==> src/rtl/mio_bridge.sv <==
// mio_bridge: memory-mapped I/O bridge between the multicycle CPU controller
// and a wait-stated RAM, a GPIO register and a free-running 32-bit counter.
// Region by addr[31:28]: 0x0 RAM, 0xE GPIO, 0xF counter, anything else is a bus error.
module mio_bridge #(
    parameter int unsigned RAM_LAT = 2,
    parameter int unsigned RAM_AW  = 10
) (
    input  logic              clk,
    input  logic              reset,
    input  logic              cpu_mio,
    input  logic              mem_r,
    input  logic              mem_w,
    input  logic [31:0]       addr,
    input  logic [31:0]       data_w,
    output logic [31:0]       data_r,
    output logic              mio_ready,
    output logic [RAM_AW-1:0] ram_addr,
    output logic [31:0]       ram_din,
    output logic              ram_we,
    input  logic [31:0]       ram_dout,
    input  logic [31:0]       gpio_in,
    output logic [31:0]       gpio_out,
    output logic              bus_err
);

    typedef enum logic [1:0] {IDLE, RAM_WAIT, DONE} state_t;
    typedef enum logic [1:0] {K_RAM, K_GPIO, K_CNT, K_ERR} kind_t;

    state_t            state_q, state_d;
    kind_t             kind_q, kind_d;
    logic [RAM_AW-1:0] idx_q, idx_d;
    logic [31:0]       wdata_q, wdata_d;
    logic              rd_q, rd_d;
    logic              wr_q, wr_d;
    logic [3:0]        wait_q, wait_d;
    logic [31:0]       data_r_q, data_r_d;
    logic [31:0]       gpio_q, gpio_d;
    logic [31:0]       cnt_q, cnt_d;
    logic              err_q, err_d;

    logic              req;
    kind_t             kind_in;

    // The region is decoded at acceptance and latched as a kind, so only the
    // RAM word index of the address needs to be held afterwards.
    logic unused_addr_bits;
    assign unused_addr_bits = ^{addr[1:0], addr[27:RAM_AW+2]};

    assign req = cpu_mio & (mem_r | mem_w);

    // Region decode of the incoming request; a simultaneous read and write is always an error.
    always_comb begin
        kind_in = K_ERR;
        if (!(mem_r && mem_w)) begin
            case (addr[31:28])
                4'h0:    kind_in = K_RAM;
                4'hE:    kind_in = K_GPIO;
                4'hF:    kind_in = K_CNT;
                default: kind_in = K_ERR;
            endcase
        end
    end

    // State register and all architectural registers, asynchronously reset.
    always_ff @(posedge clk or posedge reset) begin
        if (reset) begin
            state_q  <= IDLE;
            kind_q   <= K_RAM;
            idx_q    <= '0;
            wdata_q  <= '0;
            rd_q     <= 1'b0;
            wr_q     <= 1'b0;
            wait_q   <= '0;
            data_r_q <= '0;
            gpio_q   <= '0;
            cnt_q    <= '0;
            err_q    <= 1'b0;
        end else begin
            state_q  <= state_d;
            kind_q   <= kind_d;
            idx_q    <= idx_d;
            wdata_q  <= wdata_d;
            rd_q     <= rd_d;
            wr_q     <= wr_d;
            wait_q   <= wait_d;
            data_r_q <= data_r_d;
            gpio_q   <= gpio_d;
            cnt_q    <= cnt_d;
            err_q    <= err_d;
        end
    end

    // Next-state logic: acceptance, RAM wait counting and register updates on entry to DONE.
    always_comb begin
        state_d  = state_q;
        kind_d   = kind_q;
        idx_d    = idx_q;
        wdata_d  = wdata_q;
        rd_d     = rd_q;
        wr_d     = wr_q;
        wait_d   = wait_q;
        data_r_d = data_r_q;
        gpio_d   = gpio_q;
        cnt_d    = cnt_q + 32'd1;
        err_d    = err_q;

        case (state_q)
            IDLE: begin
                if (req) begin
                    kind_d  = kind_in;
                    idx_d   = addr[RAM_AW+1:2];
                    wdata_d = data_w;
                    rd_d    = mem_r;
                    wr_d    = mem_w;
                    if (kind_in == K_RAM) begin
                        state_d = RAM_WAIT;
                        wait_d  = 4'd1;
                    end else begin
                        // Single-cycle targets complete on the edge entering DONE,
                        // so they act on the live inputs rather than the latched copy.
                        state_d  = DONE;
                        data_r_d = '0;
                        case (kind_in)
                            K_GPIO: begin
                                if (mem_w) gpio_d = data_w;
                                if (mem_r) data_r_d = gpio_in;
                            end
                            K_CNT: begin
                                if (mem_w) cnt_d = data_w;
                                if (mem_r) data_r_d = cnt_q;
                            end
                            default: err_d = 1'b1;
                        endcase
                    end
                end
            end
            RAM_WAIT: begin
                if (wait_q == 4'(RAM_LAT)) begin
                    state_d  = DONE;
                    data_r_d = rd_q ? ram_dout : '0;
                end else begin
                    wait_d = wait_q + 4'd1;
                end
            end
            DONE:    state_d = IDLE;
            default: state_d = IDLE;
        endcase
    end

    assign mio_ready = (state_q == DONE);
    assign ram_we    = (state_q == DONE) && (kind_q == K_RAM) && wr_q;
    assign ram_addr  = idx_q;
    assign ram_din   = wdata_q;
    assign data_r    = data_r_q;
    assign gpio_out  = gpio_q;
    assign bus_err   = err_q;

endmodule

==> config.mk <==
export PLATFORM = sky130hd
export DESIGN_NAME = mio_bridge
export DESIGN_NICKNAME = d
export VERILOG_FILES = /design/src/rtl/mio_bridge.sv
export SDC_FILE = /design/constraint.sdc
export NUM_CORES = 1
export LEC_CHECK = 0
export ABC_AREA = 1
export CAP_MARGIN = 20
export CORE_MARGIN = 3
export CORE_UTILIZATION = 43
export CTS_CLUSTER_DIAMETER = 100
export CTS_CLUSTER_SIZE = 30
export DETAILED_ROUTE_END_ITERATION = 16
export GPL_ROUTABILITY_DRIVEN = 1
export PLACE_DENSITY = 0.75
export SYNTH_ARGS = -nofsm -noshare
export SYNTH_HDL_FRONTEND = slang
export SYNTH_SLANG_ARGS = --single-unit
==> constraint.sdc <==
create_clock -name clk -period 7.5 [get_ports clk]
set_input_delay 1.5 -clock clk [delete_from_list [all_inputs] [get_ports clk]]
set_output_delay 1.5 -clock clk [all_outputs]
set_load 0.005 [all_outputs]
# == After elaboration in Yosys (flattened, before gate mapping) ==
# Index checks and enable logic that the tools add are counted.
# totals
reg_bits,149
latch_bits,0
ram_bits,0
rom_bits,0
word_cells,67
n_memories,0
# classes
addsub,2
n_mul,0
n_div,0
n_lt_le_gt_ge,0
eq_ne,12
shift,0
mux,23
n_bitwise,4
reduce_logical,15
# op_table
op,n
$mux 32,11
$pmux 32 s2,2
$add 32x1->32 const B,1
$mux 4,3
$reduce_and 4->1,3
$ne 2x2->1 const B,5
$eq 4x4->1 const B,2
$mux 2,4
$pmux 4 s2,1
$logic_not 2->1,3
$pmux 2 s3,1
$reduce_and 5->1,1
$add 4x1->4 const B,1
$eq 2x1->1 const B,2
$eq 2x2->1 const B,2
$eq 4x2->1 const B,1
$logic_not 4->1,1
$pmux 2 s2,1
$reduce_and 2->1,2
$logic_and 1x1->1,3
$not 1->1,2
$reduce_bool 2->1,1
$reduce_or 2->1,1
$and 1x1->1,1
$or 1x1->1,1

# == Depth between registers and ports, before layout ==
# depth
ltp_word,8
mapped_depth,15
depth_no_buf,14

# == Least setup slack after synthesis ==
# OpenSTA, ideal clock, no wires.
# synth_timing
kind,input to register
startpoint,input port addr[30]
endpoint,register data_r_q[19] (netlist: data_r[19])
setup_time_ns,0.130
arrival_time_ns,2.880
t_required_ns,7.370
path_slack_ns,4.490
stages,14
path_buffers,2
cell_sequence,nand3_1 -> nor2_1 -> inv_1 -> nand3_1 -> inv_1 -> ha_1 -> buf_2 -> inv_1 -> clkbuf_1 -> o21ai_0 -> inv_1 -> o21ai_0 -> nand2_1 -> o21ai_0
# synth_via
elab_chain_cells,8
elab_cells_between_ends,14
cone_classes,eq/ne (5); mux (6); reduce/logical (3)
# synth_rtl
element,line,text
"start, declared",13,"input logic [31:0] addr,"
$eq 4x4->1 or $logic_not 4->1 (tied branches),55,case (addr[31:28])
$pmux 2 s3 (*),55,
$mux 2 (*),54,if (!(mem_r && mem_w)) begin
named net kind_in[0],42,kind_t kind_in;
$eq 2x2->1 or $eq 2x1->1 (tied branches),123,case (kind_in)
$pmux 32 s2,123,
$mux 32,115,if (kind_in == K_RAM) begin
$mux 32,109,if (req) begin
$pmux 32 s2,107,case (state_q)
"end signal, assigned",86,data_r_q <= data_r_d;
"end, declared",36,"logic [31:0] data_r_q, data_r_d;"
# Mark *: on every way through the listed nets, which the timed path passes. The rest lies on a longest branch. The select of a mux whose other input is x is not followed.
# A chain may end at the register's enable or synchronous reset.

# == Worst setup path in the final report ==
# layout_timing
startpoint,input port mem_w
endpoint,register cnt_q[27]
# layout_via
elab_chain_cells,7
elab_cells_between_ends,11
cone_classes,eq/ne (1); mux (6); bitwise (2); reduce/logical (2)
# layout_rtl
element,line,text
"start, declared",12,"input logic mem_w,"
$logic_and 1x1->1 (*),54,
$mux 2 (*),54,
named net kind_in[0],42,
$eq 2x2->1,123,
$mux 32,123,
$mux 32 (*),115,
$mux 32 (*),109,
$mux 32 (*),107,
named net cnt_d[27],38,"logic [31:0] cnt_q, cnt_d;"
"end signal, assigned",88,cnt_q <= cnt_d;
"end, declared",38,
# Mark *: on every way through the listed nets, which the timed path passes. The rest lies on a longest branch.

==> metrics.md <==
| Metric | Value |
|---|---|
| Port bufs | 223 |
| CTS tree | done |
| WL/cell | 15.7 microns |
| Critical path origin | mem_w |
| Final Setup Violations | 0 |
| Area leader, netlist | dfrtp_1 |
| Largest net degree at the start of global routing | 84 |
| Worst Setup EP | cnt_q[27]$_DFF_PP0_ |
| Number of synthesized flops with an enable pin | 0 |
| GR Overflow Total | 0 |
| Syn Inst Count | 1005 |
| Unrepaired setup endpoints after global routing | false |
| WP depth | 11 |
| Critical path type | input port to register |
| HP Start | bus_err$_DFFE_PP0P_ |
| Crit share post-route | 56.5% |
| Die ar. | 0.0193 sq mm |
| Total I/O pin count | 242 |
| GRT Overall Usage | 23.3% |
| Worst slew pin tran | 1010 ps |
| Post-Route Skew | 8.55 ps |
| Worst hold slack | 470 ps |
| Fmax | 236 MHz |
| Post-synth top cells | 288 x nand2_1, 157 x inv_1, 149 x dfrtp_1 |
| Crit. End Element | register |
| Worst min path class | register to register |
| Initial DRC Count | 384 |
| Clock Sinks | 149 |
| Max_slew headroom | 32.8% |
| Data arrival, critical path | 4600 ps |
| Run status | complete, no violations |
| P_leak | 0.00475 uW |
| Detailed-route DRC error count | 0 |
| Pwr per Cell Area | 308 mW/mm^2 |
| Placer Congestion | 0.900 |
| H-tree lvl count | 4 |
| Count of pins over their slew limit | 0 |
| Antenna diodes | 0 |
| Setup TNS | 0 ps |
| Yosys warns | 0 |
| Post-synthesis area per instance | 7.55 sq um |
| Fin. Hold Viols | 0 |
| Maxcap violations | 0 |
| Area Overhead vs Synth | 38.2% |
| Std-Cell Rows | 47 |
| Vias/cell | 4.92 |
| Most used cell, CP | nand3_1 |
| Synth Register Bits | 149 |
| Worst reg2reg path startpoint | state_q[1]$_DFFE_PP0P_ |
| Crit start category | input port |
| Cell with the most instances after synthesis | nand2_1 |
| CP Max Fanout | 41 |
| Worst EP required | 7860 ps |
| R2R Path End | cnt_q[27]$_DFF_PP0_ |
| Vias in the first global route | 6916 |
| Clock Root Buffer | clkbuf_16 |
| DP HPWL | 16400 microns |
| Die Wd | 139 microns |
| CTS buffer count | 17 |
| Clock Latency Late Sink | 420 ps |
| Initial antenna violation count | 0 |
| 1st-pass router iterations | 5 |
| Max incr delay on CP | 570 ps |
| Cell at the slowest stage of the critical path | clkdlybuf4s50_1 |
| Worst path cell trace | clkdlybuf4s50_1, nand2_1, nand3_1, inv_1, ha_1, nand3_1, nor2_4, inv_2, nand3_1, nand2_1, inv_1 |
| Sequential area share after synthesis | 49.1% |
| Initial Util | 44.8% |
| Share of flip-flops with an asynchronous set or reset | 100% |
| Synth top area share | 49.1% |
| Drt total wl | 22500 microns |
| Clock Tree Buf Depth | 2 |
| Layout cell share with drive strength beyond 1 | 4.10% |
| Largest cells by area after synthesis | dfrtp_1 49%, nand2_1 14%, o21ai_0 7.9% |
| Hold_buf cts | 0 |
| First-pass GRT wire length | 36300 microns |
| Cell family with most CP delay | simple AND/OR/NAND/NOR gates |
| WP buf/inv | 4 |
| Residual antenna-violating net count after detailed routing | 0 |
| Tmin final | 4240 ps |
| Worst-path clk slew | 60 ps |
| Depth of the worst register-to-register path | 9 |
| Netlist cell types | 34 |
| Syn_nets | 1145 |
| Synth Flop Type | dfrtp_1 |
| DR vias | 7076 |
| Core area | 0.0169 sq mm |
| Post-CTS Resized | 0 |
| Post-CTS Setup Inserts | 0 |
| Die Y | 139 microns |
| Post-synthesis instance area | 0.00759 sq mm |
| Worst reg-to-reg setup slack | 4840 ps |
| Worst vdd ir | 0.000191 V |
| Nets | 1346 |
cells by family after synthesis:
family / Yosys count / share of synthesized area (%)
xor gates and xnor gates: 10 / 1.15
AOI/OAI and AO/OA: 198 / 13.6
and+or+nand+nor: 434 / 23.6
adders and majority gates: 7 / 1.15
buffers and inverters: 207 / 11.3
DFF: 149 / 49.1
placed cells by master (no fill, tap or decap), drive strengths merged:
cell type / netlist / layout
a21o: 1 / 1
a21oi: 9 / 9
a22o: 6 / 6
a31oi: 2 / 2
buf: 20 / 4
bufinv: 0 / 1
clkbuf: 25 / 21
clkdlybuf4s50: 0 / 223
clkinv: 0 / 2
clkinvlp: 0 / 2
dfrtp: 149 / 149
ha: 7 / 7
inv: 162 / 168
nand2: 289 / 289
nand3: 66 / 66
nand3b: 2 / 2
nand4: 4 / 4
nor2: 68 / 68
nor3: 4 / 4
nor4: 1 / 1
o21ai: 179 / 179
o22ai: 1 / 1
xnor2: 2 / 2
xor2: 8 / 8
worst min path at each step:
stage | endpoint | slack (ps) | cells after the start
2_1_floorplan | wr_q$_DFFE_PP0P_ | 440 | 2
3_3_place_gp | bus_err$_DFFE_PP0P_ | 440 | 1
3_5_place_dp | ram_addr[0]$_DFFE_PP0P_ | 460 | 2
4_1_cts | ram_addr[4]$_DFFE_PP0P_ | 470 | 2
5_1_grt | wr_q$_DFFE_PP0P_ | 490 | 2
6_report | bus_err$_DFFE_PP0P_ | 470 | 1
where the power goes:
group | leakage (uW) | total [uW] | internal, uW | switching [uW]
Sequential | 0.00189 | 1270 | 1070 | 201
Clock | 0.000283 | 853 | 490 | 362
Combinational | 0.00258 | 1110 | 553 | 554
Total | 0.00475 | 3230 | 2110 | 1120
metrics by stage:
| stage | area [sq um] | std cells | setup slack, ps | total power [uW] | util [%] |
|---|---|---|---|---|---|
| after detailed placement | 9880 | 1406 | 2770 | 2370 | 58.4 |
| final | 10500 | 1439 | 3260 | 3230 | 61.9 |
| after global routing | 10500 | 1439 | 2960 | 3440 | 61.9 |
| after CTS | 10500 | 1438 | 3180 | 3230 | 61.8 |
| after global placement | 9880 | 1406 | 2810 | 2350 | 58.4 |
| after floorplan | 7590 | 1005 | 1990 | 1790 | - |
flip-flops by register name, summed over array words and instances (netlist names):
| signal | flops |
|---|---|
| ram_din | 32 |
| wr_q | 1 |
| bus_err | 1 |
| gpio_out | 32 |
| ram_addr | 10 |
| wait_q | 4 |
| cnt_q | 32 |
| kind_q | 2 |
| data_r | 32 |
| rd_q | 1 |
| state_q | 2 |
per-layer routing:
metal | vias up | share of wire, % | GRT usage, % | wire, microns
met5 | - | 0 | 0 | 0
met3 | 29 | 7.5 | 7.00 | 1680
li1 | 3541 | - | - | -
met2 | 234 | 45 | 35.1 | 10100
met1 | 3272 | 46 | 33.0 | 10400
met4 | 0 | 1.6 | 6.08 | 367
cell type report:
class                      instances  area [sq um]
fill                            1561          6440
sequential                       149          3730
multi-input combinational        649          3010
timing repair buffer             227          2280
inverter                         162           616
clock buffer                      21           470
tap                              220           275
clock inverter                    11           110
Power figures use the tool's default switching activity.
